==> config.mk <==
export PLATFORM = sky130hd
export DESIGN_NAME = sr_cmd_gen_flat
export DESIGN_NICKNAME = d
export VERILOG_FILES = /design/src/rtl/sr_cmd_pkg.sv /design/src/rtl/sr_cmd_gen_if.sv /design/src/rtl/sr_debounce.sv /design/src/rtl/sr_cmd_gen.sv /design/src/flat_wrapper.sv
export SDC_FILE = /design/constraint.sdc
export NUM_CORES = 1
export LEC_CHECK = 0
export CORE_ASPECT_RATIO = 0.6
export CORE_MARGIN = 4
export CORE_UTILIZATION = 40
export DETAILED_ROUTE_END_ITERATION = 16
export GPL_TIMING_DRIVEN = 0
export PLACE_DENSITY_LB_ADDON = 0.12
export SETUP_SLACK_MARGIN = 0.15
export SYNTH_ARGS = -nofsm -noshare
export SYNTH_HDL_FRONTEND = slang
export SYNTH_SLANG_ARGS = --single-unit
==> constraint.sdc <==
create_clock -name clk -period 2.2 [get_ports clk]
set_input_delay 0.33 -clock clk [delete_from_list [all_inputs] [get_ports clk]]
set_output_delay 0.33 -clock clk [all_outputs]
set_load 0.05 [all_outputs]
==> src/rtl/sr_cmd_pkg.sv <==
// Shared types and default timing constants for the S/R command generator.
package sr_cmd_pkg;

    typedef enum logic [1:0] {
        IDLE    = 2'd0,
        DRIVE_S = 2'd1,
        DRIVE_R = 2'd2,
        GAP     = 2'd3
    } sr_state_t;

    localparam int DEF_DEB_CYCLES = 4;
    localparam int DEF_PULSE_W    = 1;
    localparam int DEF_GAP_CYCLES = 2;

    // Width of a counter that must hold the values 0 .. n-1.
    function automatic int cnt_width(input int n);
        return (n > 1) ? $clog2(n) : 1;
    endfunction

endpackage

==> src/rtl/sr_cmd_gen_if.sv <==
// Request/command bundle between a requester and sr_cmd_gen.
// Optional toggle_req line exists only when SR_CMD_TOGGLE_EN is defined.
interface sr_cmd_gen_if;
    import sr_cmd_pkg::*;

    // Protocol: set_req/clr_req/toggle_req are raw asynchronous levels whose
    // debounced rising edge is one command; there is no ready/ack, commands
    // are queued one deep per line. s and r are registered pulses that are
    // never high together; busy covers pulse plus idle gap.
    logic      set_req;
    logic      clr_req;
`ifdef SR_CMD_TOGGLE_EN
    logic      toggle_req;
`endif
    logic      s;
    logic      r;
    logic      busy;
    logic      conflict;
    logic      q_shadow;
    sr_state_t state;

    modport master (
        output set_req,
        output clr_req,
`ifdef SR_CMD_TOGGLE_EN
        output toggle_req,
`endif
        input  s,
        input  r,
        input  busy,
        input  conflict,
        input  q_shadow,
        input  state
    );

    modport slave (
        input  set_req,
        input  clr_req,
`ifdef SR_CMD_TOGGLE_EN
        input  toggle_req,
`endif
        output s,
        output r,
        output busy,
        output conflict,
        output q_shadow,
        output state
    );

endinterface

==> src/rtl/sr_debounce.sv <==
// Two-flop synchroniser, consecutive-cycle debounce and registered rising-edge
// pulse for one raw request line.
module sr_debounce
    import sr_cmd_pkg::*;
#(
    parameter int DEB_CYCLES = DEF_DEB_CYCLES
) (
    input  logic clk,
    input  logic rst_n,
    input  logic raw,
    output logic rise
);

    localparam int CW = cnt_width(DEB_CYCLES);
    localparam logic [CW-1:0] CNT_LAST = CW'(DEB_CYCLES - 1);

    logic          sync1;
    logic          sync2;
    logic          level;
    logic [CW-1:0] cnt;

    always_ff @(posedge clk or negedge rst_n) begin
        if (!rst_n) begin
            sync1 <= 1'b0;
            sync2 <= 1'b0;
            level <= 1'b0;
            cnt   <= '0;
            rise  <= 1'b0;
        end else begin
            sync1 <= raw;
            sync2 <= sync1;
            rise  <= 1'b0;
            // Any cycle agreeing with the current level restarts the count.
            if (sync2 != level) begin
                if (cnt == CNT_LAST) begin
                    level <= sync2;
                    cnt   <= '0;
                    rise  <= sync2;
                end else begin
                    cnt <= cnt + 1'b1;
                end
            end else begin
                cnt <= '0;
            end
        end
    end

endmodule

==> src/rtl/sr_cmd_gen.sv <==
// Turns debounced set/clear request edges into exclusive, gap-separated S/R pulses.
// Define SR_CMD_TOGGLE_EN to add the toggle_req line.
module sr_cmd_gen
    import sr_cmd_pkg::*;
#(
    parameter int DEB_CYCLES = DEF_DEB_CYCLES,
    parameter int PULSE_W    = DEF_PULSE_W,
    parameter int GAP_CYCLES = DEF_GAP_CYCLES
) (
    input logic        clk,
    input logic        rst_n,
    sr_cmd_gen_if.slave bus
);

    localparam int CNT_MAX = (PULSE_W > GAP_CYCLES) ? PULSE_W : GAP_CYCLES;
    localparam int CW      = cnt_width(CNT_MAX);
    localparam logic [CW-1:0] PULSE_LAST = CW'(PULSE_W - 1);
    localparam logic [CW-1:0] GAP_LAST   = CW'(GAP_CYCLES - 1);

    localparam logic [1:0] ST_IDLE    = IDLE;
    localparam logic [1:0] ST_DRIVE_S = DRIVE_S;
    localparam logic [1:0] ST_DRIVE_R = DRIVE_R;
    localparam logic [1:0] ST_GAP     = GAP;

    logic [1:0]    state;
    logic [CW-1:0] cnt;
    logic          s_q;
    logic          r_q;
    logic          busy_q;
    logic          conflict_q;
    logic          q_shadow_q;

    logic          rise_set;
    logic          rise_clr;
    logic          pend_set;
    logic          pend_clr;
    logic          take_set;
    logic          take_clr;
    logic          go_set;
    logic          go_clr;
    logic          drop_both;

    sr_debounce #(.DEB_CYCLES(DEB_CYCLES)) u_deb_set (
        .clk   (clk),
        .rst_n (rst_n),
        .raw   (bus.set_req),
        .rise  (rise_set)
    );

    sr_debounce #(.DEB_CYCLES(DEB_CYCLES)) u_deb_clr (
        .clk   (clk),
        .rst_n (rst_n),
        .raw   (bus.clr_req),
        .rise  (rise_clr)
    );

`ifdef SR_CMD_TOGGLE_EN
    logic rise_tog;
    logic pend_tog;
    logic take_tog;

    sr_debounce #(.DEB_CYCLES(DEB_CYCLES)) u_deb_tog (
        .clk   (clk),
        .rst_n (rst_n),
        .raw   (bus.toggle_req),
        .rise  (rise_tog)
    );
`endif

    // Arbitration happens only in IDLE; toggle yields to any set/clr request.
    always_comb begin
        take_set  = 1'b0;
        take_clr  = 1'b0;
        go_set    = 1'b0;
        go_clr    = 1'b0;
        drop_both = 1'b0;
`ifdef SR_CMD_TOGGLE_EN
        take_tog  = 1'b0;
`endif
        if (state == ST_IDLE) begin
            if (pend_set && pend_clr) begin
                take_set  = 1'b1;
                take_clr  = 1'b1;
                drop_both = 1'b1;
            end else if (pend_set) begin
                take_set = 1'b1;
                go_set   = 1'b1;
            end else if (pend_clr) begin
                take_clr = 1'b1;
                go_clr   = 1'b1;
            end
`ifdef SR_CMD_TOGGLE_EN
            else if (pend_tog) begin
                take_tog = 1'b1;
                go_set   = !q_shadow_q;
                go_clr   = q_shadow_q;
            end
`endif
        end
    end

    // One-deep pending flags: an edge landing on an already-set flag is lost.
    always_ff @(posedge clk or negedge rst_n) begin
        if (!rst_n) begin
            pend_set <= 1'b0;
            pend_clr <= 1'b0;
        end else begin
            pend_set <= (pend_set && !take_set) || rise_set;
            pend_clr <= (pend_clr && !take_clr) || rise_clr;
        end
    end

`ifdef SR_CMD_TOGGLE_EN
    always_ff @(posedge clk or negedge rst_n) begin
        if (!rst_n) begin
            pend_tog <= 1'b0;
        end else begin
            pend_tog <= (pend_tog && !take_tog) || rise_tog;
        end
    end
`endif

    always_ff @(posedge clk or negedge rst_n) begin
        if (!rst_n) begin
            state      <= ST_IDLE;
            cnt        <= '0;
            s_q        <= 1'b0;
            r_q        <= 1'b0;
            busy_q     <= 1'b0;
            conflict_q <= 1'b0;
            q_shadow_q <= 1'b0;
        end else begin
            conflict_q <= drop_both;
            case (state)
                ST_IDLE: begin
                    cnt <= '0;
                    if (go_set) begin
                        state  <= ST_DRIVE_S;
                        s_q    <= 1'b1;
                        busy_q <= 1'b1;
                    end else if (go_clr) begin
                        state  <= ST_DRIVE_R;
                        r_q    <= 1'b1;
                        busy_q <= 1'b1;
                    end
                end
                ST_DRIVE_S, ST_DRIVE_R: begin
                    if (cnt == PULSE_LAST) begin
                        s_q        <= 1'b0;
                        r_q        <= 1'b0;
                        q_shadow_q <= (state == ST_DRIVE_S);
                        state      <= ST_GAP;
                        cnt        <= '0;
                    end else begin
                        cnt <= cnt + 1'b1;
                    end
                end
                ST_GAP: begin
                    if (cnt == GAP_LAST) begin
                        state  <= ST_IDLE;
                        busy_q <= 1'b0;
                        cnt    <= '0;
                    end else begin
                        cnt <= cnt + 1'b1;
                    end
                end
                default: begin
                    state  <= ST_IDLE;
                    s_q    <= 1'b0;
                    r_q    <= 1'b0;
                    busy_q <= 1'b0;
                    cnt    <= '0;
                end
            endcase
        end
    end

    assign bus.s        = s_q;
    assign bus.r        = r_q;
    assign bus.busy     = busy_q;
    assign bus.conflict = conflict_q;
    assign bus.q_shadow = q_shadow_q;
    assign bus.state    = sr_state_t'(state);

endmodule

==> src/flat_wrapper.sv <==
// flat-port wrapper written by rule: the top's interface ports become plain ports
module sr_cmd_gen_flat import sr_cmd_pkg::*;
#(
    parameter int DEB_CYCLES = DEF_DEB_CYCLES,
    parameter int PULSE_W    = DEF_PULSE_W,
    parameter int GAP_CYCLES = DEF_GAP_CYCLES
)
  (clk, rst_n, bus_set_req, bus_clr_req, bus_s, bus_r, bus_busy, bus_conflict, bus_q_shadow, bus_state);
  sr_cmd_gen_if bus_i ();
  input logic clk;
  input logic rst_n;
  input wire logic [$bits(bus_i.set_req)-1:0] bus_set_req;
  input wire logic [$bits(bus_i.clr_req)-1:0] bus_clr_req;
  output wire logic [$bits(bus_i.s)-1:0] bus_s;
  output wire logic [$bits(bus_i.r)-1:0] bus_r;
  output wire logic [$bits(bus_i.busy)-1:0] bus_busy;
  output wire logic [$bits(bus_i.conflict)-1:0] bus_conflict;
  output wire logic [$bits(bus_i.q_shadow)-1:0] bus_q_shadow;
  output wire logic [$bits(bus_i.state)-1:0] bus_state;
  assign bus_i.set_req = bus_set_req;
  assign bus_i.clr_req = bus_clr_req;
  assign bus_s = bus_i.s;
  assign bus_r = bus_i.r;
  assign bus_busy = bus_i.busy;
  assign bus_conflict = bus_i.conflict;
  assign bus_q_shadow = bus_i.q_shadow;
  assign bus_state = bus_i.state;
  sr_cmd_gen #(.DEB_CYCLES(DEB_CYCLES), .PULSE_W(PULSE_W), .GAP_CYCLES(GAP_CYCLES)) u_core (.clk(clk), .rst_n(rst_n), .bus(bus_i));
endmodule
After elaboration in Yosys (flattened, before gate mapping):

Cells that the tools add are included.
W data, S select, Z words.

* input bits: 4
* logic and storage cells: 92
* register bits: 22

* bitwise gates (word level): 1
* multiplexer cells: 38
* reduce and logical (&&, ||, !) cells: 18
* add/subtract/negate cells: 3
* equal/unequal tests: 13

Operators by type and width (count)
* $mux W1: 25
* $mux W2: 8
* $reduce_and A3 Y1: 3
* $eq A2 B2 Y1 const B: 4
* $ne A2 B1 Y1 const B: 3
* $pmux W1 S2: 3
* $pmux W2 S3: 1
* $reduce_and A2 Y1: 3
* $add A2 B1 Y2 const B: 2
* $ne A2 B2 Y1 const B: 2
* $reduce_and A4 Y1: 1
* $reduce_bool A2 Y1: 2
* $logic_and A1 B1 Y1: 3
* $ne A3 B1 Y1 const B: 1
* $pmux W1 S3: 1
* $eq A2 B1 Y1 const B: 1
* $logic_not A1 Y1: 2
* $logic_not A2 Y1: 1
* $logic_or A1 B1 Y1: 2
* $ne A1 B1 Y1: 2
* $reduce_or A2 Y1: 1
* $add A1 B1 Y1 const B: 1
* $not A1 Y1: 1

Depth between registers and ports, before layout:

Gate-level depths: netlist (run 1).

* word-level depth: 7
* depth in mapped cells: 6
* depth with buffers taken out: 6

Cells and area by module:

Synthesis (run 1) repeated with hierarchy kept, for this count alone.

* cell total of the unflattened synthesis: 72
* area, all modules: 939.7 um^2

Modules (own cells, without submodules)
* sr_cmd_gen: area each 521.8 um^2, cells each 48, times used 1, seq. area each 250.2 um^2
* sr_debounce: area each 209.0 um^2, cells each 12, times used 2, seq. area each 150.1 um^2

Worst setup path after synthesis (run 1):

Ideal clock, no wire load.

* path type: reg-to-reg
* start: register u_core.state[1] (netlist: u_core.bus.state[1])
* end: register u_core.q_shadow_q (netlist: u_core.bus.q_shadow)
* stages on the path, launching flop included: 6
* arrival: 1.667 ns
* clock period less this slack: 1.792 ns
* slack: 0.408 ns
* library setup time: 0.125 ns
* cell sequence: dfrtp_1 > inv_1 > ha_1 > inv_1 > nor2_1 > mux2_2

* word-level cells in the longest chain between the ends: 3
* elaborated cells on any way between the ends: 4

Ends and longest elaborated chain
* start, declared: RTL line sr_cmd_gen.sv:25 `logic [1:0] state;`
* start signal, assigned: RTL line sr_cmd_gen.sv:125 `state <= ST_IDLE;`
* start signal, assigned: RTL line sr_cmd_gen.sv:138 `state <= ST_DRIVE_S;`
* start signal, assigned: RTL line sr_cmd_gen.sv:142 `state <= ST_DRIVE_R;`
* $eq A2 B2 Y1 or $eq A2 B1 Y1 (tied branches): RTL line sr_cmd_gen.sv:134, sr_cmd_gen.sv:151
* $reduce_or A2 Y1: RTL line sr_cmd_gen.sv:134 `case (state)`
* $reduce_and A2 Y1 (no line)
* end signal, assigned: RTL line sr_cmd_gen.sv:151 `q_shadow_q <= (state == ST_DRIVE_S);`
* end, declared: RTL line sr_cmd_gen.sv:31 `logic q_shadow_q;`

Several ways; a longest one is shown, not always the timed one.
A chain may end at the register's enable or synchronous reset.

Worst setup path after layout (run 1):

* start: register u_core.state[0] (netlist: u_core.bus.state[0])
* end: output port bus_state[0]

RTL lines
* end, declared: RTL line flat_wrapper.sv:19 `output wire logic [$bits(bus_i.state)-1:0] bus_state;`

No word-level cell between the ends.

==> results summary, run 1 <==
TritonCTS built the clock tree. The buffers inserted during post-CTS setup optimization came out at 0. The clock arrives with 3.04 ps of skew. The starting density of the core came out at between 40% and 50%. The worst path needs ~1900 ps of the cycle, external delays included. The analysis attributes to net switching a power of between 600 and 700 uW. The final layout contains just over 100 nets. The leakage power figure is around 0.00053 uW.

The number of antenna diodes in the final layout is 0. The maximum number of buffers from clock root to sink came out at 2. Counting instances in the post-synthesis netlist gives the leading cell types as 22 x sky130_fd_sc_hd__dfrtp_1, 7 x sky130_fd_sc_hd__ha_1, 7 x sky130_fd_sc_hd__inv_1. The cell taking the most area after synthesis is sky130_fd_sc_hd__dfrtp_1. The fraction of synthesis flops using an asynchronous set or reset pin is 100%. The DRC violations left came out at 0.

The core region area came out at 0.00218 sq mm. The net count after synthesis came out at 88. The height of the die is ~45 um. The number of enable-type register cells in the synthesized netlist is 0. The path class of the tightest hold or removal check is flip-flop to flip-flop. The pin slew with the least headroom to its limit came out at between 900 and 1000 ps. Cell internal power was estimated by the tool at between 900 and 1000 uW.

At the end of routability-driven placement, the weighted congestion stood at between 0.7 and 0.8. The final-layout setup total negative slack came out at 0 ps. The final hold violation count is 0.

Setup repair after global routing left no endpoint under its margin. For the worst-skew pair, the clock arrives at the later sink with an insertion delay of 260 ps. The max-slew violation count is 0. The number of levels the H-tree was split into came out at 1. The wire length of the first global-routing pass came out at approximately 2600 um. The final core utilization came out at between 50% and 60%.

The part of the power in combinational logic came out at ~46%. For this design, the slowest cell found on the critical path is sky130_fd_sc_hd__clkdlybuf4s50_1. The most frequent cell after synthesis is sky130_fd_sc_hd__dfrtp_1.

The count of mapped cells out of synthesis came out at 77. The kind of cell with the highest combined delay along the critical path is buffers and inverters. For this run, the total global-route usage over all layers was measured as approximately 11%. The peak supply drop is ~0.00076 V. The data arrival at the endpoint of the critical path is around 1600 ps. The portion of the clock cycle consumed by the worst path in the final layout is a little under nine tenths.

The number of port buffers came out at 10. Summed over all layers, the global routing overflow is 0. The worst-case headroom to the max-slew limit is 35.4%. After synthesis, the cell types taking the most area are sky130_fd_sc_hd__dfrtp_1 59%, sky130_fd_sc_hd__ha_1 9.4%, sky130_fd_sc_hd__inv_1 2.8%. After filler insertion, the fill cell instance count of the layout stands at 212. Dividing the detail-routed wire length by the instance count gives ~13 um. The part of the Yosys area used for sequential elements came out at approximately three fifths. A synthesized cell averages 12.0 sq um. The clock slew seen by the registers of the worst setup and hold paths is around 70 ps.

In this run the power density over the cells is approximately 1500 mW/mm^2. The number of buffers added to fix hold violations after cts is 0. The number of global-route vias before repair is 517. The number of maximum-capacitance violations is 0. The first detailed-routing pass took 4 iterations. The number of distinct standard cells referenced by the synthesized netlist came out at 24. The number of antenna violations at the first check in global routing came out at 0. The first routing iteration left 33 violations. Of the total power, the clock network draws between 10% and 20%. The critical path goes through clkdlybuf4s50_1. The share of final-layout standard cells stronger than drive strength 1 is under 10%. The count of cells resized by post-cts repair came out at 0. The area share of the largest cell type after synthesis came out at 59.4%. The root buffer cell chosen for the clock tree is sky130_fd_sc_hd__clkbuf_8.

The total standard cell area after synthesis came out at roughly 900 sq um. Together, buffers and inverters on the worst path number 1. After synthesis the netlist holds a flip-flop and latch count of 22. The number of routed nets with antenna violations came out at 0. The final routed wirelength across all metal layers is about 1500 um. The timing-limited maximum frequency came out at about 530 MHz. The width of the die is roughly 70 um. The placed wire-length estimate is between 1000 and 1500 um.

Entering global routing, the biggest net connects 23 pins. The sequential fraction of design power came out at ~38%. STA classifies the critical path startpoint as a flip-flop. The clock sink total came out at 22. The top fanout value on the critical path came out at 6. The number of clock buffers added by TritonCTS is 3.

Net switching is 41.3% of the power. The worst setup path is of the flip-flop to primary output kind. STA classifies the critical path endpoint as a primary output.

The worst stage delay on the critical path came out at 840 ps. The number of synthesis warnings is 0. The required time at the worst-slack endpoint came out at 1870 ps. The number of rows in the core area is 13.

Dividing the detail-routed via count by the number of cells gives ~5.0. In the synthesized netlist the dominant register cell turns out to be sky130_fd_sc_hd__dfrtp_1. The vias after detailed routing came out at between 600 and 700. For this design the top-level I/O count stands at 11. The flow ran to the end, and the final reports show no timing, DRC or antenna violations. The area growth from synthesis to layout is 20.8%. The overall die area came out at between 0.003 and 0.004 sq mm. Setup violations remaining at the end of the flow were counted as 0.
-- cell type report --
class                           count  area (sq um)  share of cell area (%)
Tap cell                           30          37.5                    3.35
Clock buffer                        4          55.1                    4.92
Multi-Input combinational cell     48           350                    31.3
Inverter                            7          26.3                    2.35
Sequential cell                    22           551                    49.2
Timing Repair Buffer               10           100                    8.94
-- placed cells by master (no fill, tap or decap) --
cell type	netlist	routed
sky130_fd_sc_hd__a2111oi_0	1	1
sky130_fd_sc_hd__a21o_1	2	2
sky130_fd_sc_hd__a21o_2	1	1
sky130_fd_sc_hd__a21oi_1	5	5
sky130_fd_sc_hd__a31oi_1	2	2
sky130_fd_sc_hd__a31oi_4	1	1
sky130_fd_sc_hd__a41oi_1	1	1
sky130_fd_sc_hd__and2_1	1	1
sky130_fd_sc_hd__and3_2	1	1
sky130_fd_sc_hd__clkbuf_8	0	4
sky130_fd_sc_hd__clkdlybuf4s50_1	0	10
sky130_fd_sc_hd__dfrtp_1	22	22
sky130_fd_sc_hd__ha_1	7	7
sky130_fd_sc_hd__inv_1	7	7
sky130_fd_sc_hd__mux2_2	1	1
sky130_fd_sc_hd__nand2_1	3	3
sky130_fd_sc_hd__nand2b_1	2	2
sky130_fd_sc_hd__nand3b_2	1	1
sky130_fd_sc_hd__nor2_1	5	5
sky130_fd_sc_hd__nor2b_1	3	3
sky130_fd_sc_hd__nor3_1	2	2
sky130_fd_sc_hd__nor3b_1	1	1
sky130_fd_sc_hd__o21ai_0	4	4
sky130_fd_sc_hd__o21ai_1	2	2
sky130_fd_sc_hd__xnor2_1	1	1
sky130_fd_sc_hd__xor2_1	1	1
-- routing by layer --
| metal | share of wire (%) | wire length [um] | global-route usage, % | vias to the layer above |
|---|---|---|---|---|
| met4 | 0.92 | 14 | 3.44 | 0 |
| met5 | 0 | 0 | 0 | - |
| met3 | 6.7 | 102 | 6.22 | 4 |
| met2 | 40 | 608 | 13.5 | 13 |
| met1 | 53 | 803 | 16.2 | 294 |
| li1 | - | - | - | 292 |
-- worst paths after layout --
check	slack, ps	endpoint	from	cells past startpoint
min	350	u_core.u_deb_set.sync2	u_core.u_deb_set.sync1	0
max in group asynchronous	1010	u_core.u_deb_clr.level	rst_n	1
min reg2reg	350	u_core.u_deb_set.sync2	u_core.u_deb_set.sync1	0
max	310	bus_state[0]	u_core.bus.state[0]	1
min in group asynchronous	600	u_core.bus.busy	rst_n	1
max reg2reg	550	u_core.bus.r	u_core.bus.state[0]	6
-- state kept, by name, indices dropped and copies added, names as in the netlist --
| name | cells |
|---|---|
| u_core.u_deb_set.rise | 1 |
| u_core.pend_set | 1 |
| u_core.u_deb_set.level | 1 |
| u_core.u_deb_set.sync1 | 1 |
| u_core.bus.state | 2 |
| u_core.bus.s | 1 |
| u_core.pend_clr | 1 |
| u_core.u_deb_set.cnt | 2 |
| u_core.u_deb_set.sync2 | 1 |
| u_core.bus.r | 1 |
| u_core.u_deb_clr.rise | 1 |
| u_core.bus.q_shadow | 1 |
| u_core.u_deb_clr.level | 1 |
| u_core.u_deb_clr.sync2 | 1 |
| u_core.u_deb_clr.cnt | 2 |
| u_core.bus.busy | 1 |
| u_core.cnt | 1 |
| u_core.u_deb_clr.sync1 | 1 |
| u_core.bus.conflict | 1 |
-- logic make-up after synthesis --
family / synth area share [%]
xor+xnor: 1.89
flops: 59.4
compound gates: 14.0
mux: 1.21
buf+inv: 2.83
simple gates: 11.2
fa+ha+maj: 9.45
-- power by group through the flow --
stage	sequential [uW]	clock [uW]	combinational, uW
finish	632	280	774
global route	653	312	851
CTS	633	291	784
detailed placement	639	0	779
global placement	633	0	763
floorplan	786	0	399
-- stage by stage --
step / total power (uW) / cell area, sq um / hold WS (ps) / setup slack [ps] / instances
finish: 1690 / 1120 / 352 / 309 / 121
global route: 1820 / 1120 / 365 / 237 / 121
CTS: 1710 / 1120 / 355 / 293 / 121
detailed placement: 1420 / 1060 / 338 / 577 / 117
global placement: 1400 / 1060 / 331 / 598 / 117
floorplan: 1190 / 927 / 34.4 / 408 / 77
(Power assumes the default switching activity.)
==> run 2: changes to the inputs <==
Settings changed: ABC_CLOCK_PERIOD_IN_PS set to 2200, CORE_MARGIN 4 to 2.
==> run 2 against run 1 <==
Compared with the run above:
- register-to-register slack worse by 40 ps
- via count fell by 6.5%
- wire length fell by 0.79%
- maximum frequency hardly changed
- combinational power rose by 0.5%
- core utilization is the same
- sequential share of layout area stayed put
- sequential cell count did not move
- total power rose by 0.20%
- first-iteration DRC count is 45% higher
- critical path depth stayed put
- cell count unchanged
- largest cell class unchanged
- highest routed layer unchanged
==> results summary, run 2 (synthesized netlist as in run 1, its figures left out) <==
The area occupied by registers is 551 sq um (unchanged). The setup violation total in the final timing report came out at 0 (unchanged). The placed wire-length estimate came out at 1080 um (-6.3%).

Setup repair after global routing left no endpoint under its margin. In the final layout, the registers with the most flip-flops are u_core.bus.state (2), u_core.u_deb_clr.cnt (2), u_core.u_deb_set.cnt (2). The leakage power figure is 0.000530 uW (unchanged). The final hold violation count is 0 (unchanged). The first-pass iteration count of the detailed router was 5 (+1). The data arrival at the endpoint of the critical path is 1560 ps (about the same). The number of maximum-capacitance violations is 0 (unchanged). The number of port buffers is 10 (unchanged). The number of fillers in the final layout is 187 (-12%). In the layout the commonest cells are 22 x sky130_fd_sc_hd__dfrtp_1, 10 x sky130_fd_sc_hd__clkdlybuf4s50_1, 7 x sky130_fd_sc_hd__inv_1, 7 x sky130_fd_sc_hd__ha_1. The top fanout value on the critical path came out at 6 (unchanged). Leaving out fill and tap cells, the most frequent cell in the layout is sky130_fd_sc_hd__dfrtp_1.

The overall die area came out at 0.00273 sq mm (-14%). The buffers inserted during post-CTS setup optimization was 0 (unchanged). The height of the die is 41.3 um (-8.8%).

The vias after detailed routing came out at 564 (-6.5%). The timing-limited maximum frequency is 528 MHz (about the same). The met1 track utilization from global routing came to 19.3% (+3.1 points). The final hold slack is 351 ps (-0.820 ps). The number of clock buffers inserted by TritonCTS is 3 (unchanged). The power density over the cells came out at 1510 mW/mm^2 (+0.20%). The DRC violations left came out at 0 (unchanged). The number of non-filler instances in the completed layout is 121 (unchanged). The buffers plus inverters on the worst setup path is 1 (unchanged). The number of antenna violations at the first check in global routing came out at 0 (unchanged). The pin slew with the least headroom to its limit came to 954 ps (-10.9 ps). The portion of the clock cycle consumed by the worst path in the final layout came out at 86.0% (about the same). The number of levels the H-tree was split into came to 1 (unchanged). The count of cells resized by post-cts repair was 0 (unchanged). The signal on the critical path passes through clkdlybuf4s50_1.

The final setup skew came out at 2.36 ps (-0.672 ps). The critical path in this run is classified as flip-flop to primary output. The number of ports placed on the die boundary came out at 11 (unchanged).

The global-route track usage on met3 is 5.65% (-0.58 points). The starting density of the core is 42.5% (unchanged). The max-slew violation count is 0 (unchanged). The share of final-layout standard cells stronger than drive strength 1 came out at 9.89% (unchanged). The final-layout setup total negative slack came out at 0 ps (unchanged). The placer congestion estimate is 0.739 (-6.5%). The number of rows in the core area came out at 13 (unchanged).

The worst setup path is launched from a flip-flop. The total area of multi-input combinational cells came out at 350 sq um (unchanged). The instance count after placement with tap cells included is 117 (unchanged). The clock slew seen by the registers of the worst setup and hold paths came out at 70 ps (about the same). The peak supply drop came out at 0.000628 V (-17%). The core region area is 0.00218 sq mm (unchanged). The vias per cell came out at 4.66 (-6.5%).

The number of global-route vias before repair came to 503 (-2.7%). The total track usage is 13.5% (+2.4 points). The residual overflow from global routing came out at 0 (unchanged).

The final cell area excluding filler cells came out at 0.00112 sq mm (unchanged). The kind of cell adding the most delay to the critical path is buffers and inverters. The critical path endpoint category is a primary output. The maximum number of pins on one net before global-route repair was 23 (unchanged). The shortest period the worst path allows is 1890 ps (+1.58 ps). The number of antenna cells inserted came out at 0 (unchanged). The wire length of the first global-routing pass was 2520 um (-2.7%). The area growth from synthesis to layout was 20.8% (unchanged).

The worst stage delay on the critical path is 840 ps (about the same). The later-pin clock latency in the skew report came out at 260 ps (about the same). The area after detailed placement came out at 0.00106 sq mm (unchanged). TritonCTS built the clock tree.

The width of the die came to 66.2 um (-5.7%). The met2 routing resource usage after global routing came out at 19.3% (+5.7 points). The maximum number of buffers from clock root to sink came out at 2 (unchanged). The flow ran to the end, and the final reports show no timing, DRC or antenna violations. The wire length per cell after detailed routing is 12.5 um (-0.79%). In this run the worst hold path is classified as flip-flop to flip-flop. The worst-case headroom to the max-slew limit is 36.2% (+0.73 points). The buffer type at the clock tree root is sky130_fd_sc_hd__clkbuf_8.

The starting DRC count in detailed routing is 48 (+45%). The required time at the worst-slack endpoint came to 1870 ps (about the same). The clock sink total came out at 22 (unchanged). The number of buffers added to fix hold violations after cts was 0 (unchanged). The slowest library cell on the worst path is sky130_fd_sc_hd__clkdlybuf4s50_1.

The number of routed nets with antenna violations is 0 (unchanged). The final routed wirelength across all metal layers was 1520 um (-0.79%). met1 is the most crowded layer. The final net count is 103 (unchanged).
==> run 2: path summary, 6_finish.rpt <==
path / startpoint / endpoint / slack, ps / depth (start not counted)
max in group asynchronous: rst_n / u_core.cnt / 1020 / 1
min in group asynchronous: rst_n / u_core.bus.state[1] / 600 / 1
worst min register to register: u_core.u_deb_clr.sync1 / u_core.u_deb_clr.sync2 / 350 / 0
worst max register to register: u_core.bus.state[0] / u_core.bus.r / 510 / 6
worst min-delay path: u_core.u_deb_clr.sync1 / u_core.u_deb_clr.sync2 / 350 / 0
worst max-delay path: u_core.bus.state[0] / bus_state[0] / 310 / 1
==> run 2: layout make-up <==
class | instances | area share [%]
clock buffer | 4 | 4.92
inverter | 7 | 2.35
multi-input combinational | 48 | 31.3
sequential | 22 | 49.2
tap | 30 | 3.35
timing repair buffer | 10 | 8.94
==> run 2: where the power goes <==
part / internal (uW) / switching [uW] / total [uW]
logic: 303 / 475 / 778
clock network: 159 / 121 / 280
registers: 526 / 104 / 631
==> run 2: layer usage <==
| metal | vias up | wire length, um |
|---|---|---|
| met5 | - | 0 |
| met4 | 0 | 7 |
| met3 | 2 | 67 |
| met2 | 8 | 563 |
| met1 | 265 | 878 |
| li1 | 289 | - |
==> run 2: metrics by stage <==
step,worst slack [ps],total power (uW),utilization (%)
2_1_floorplan,408,1190,-
3_3_place_gp,593,1400,48.9
3_5_place_dp,550,1410,48.9
4_1_cts,293,1700,51.4
5_1_grt,253,1820,51.4
6_report,307,1690,51.4
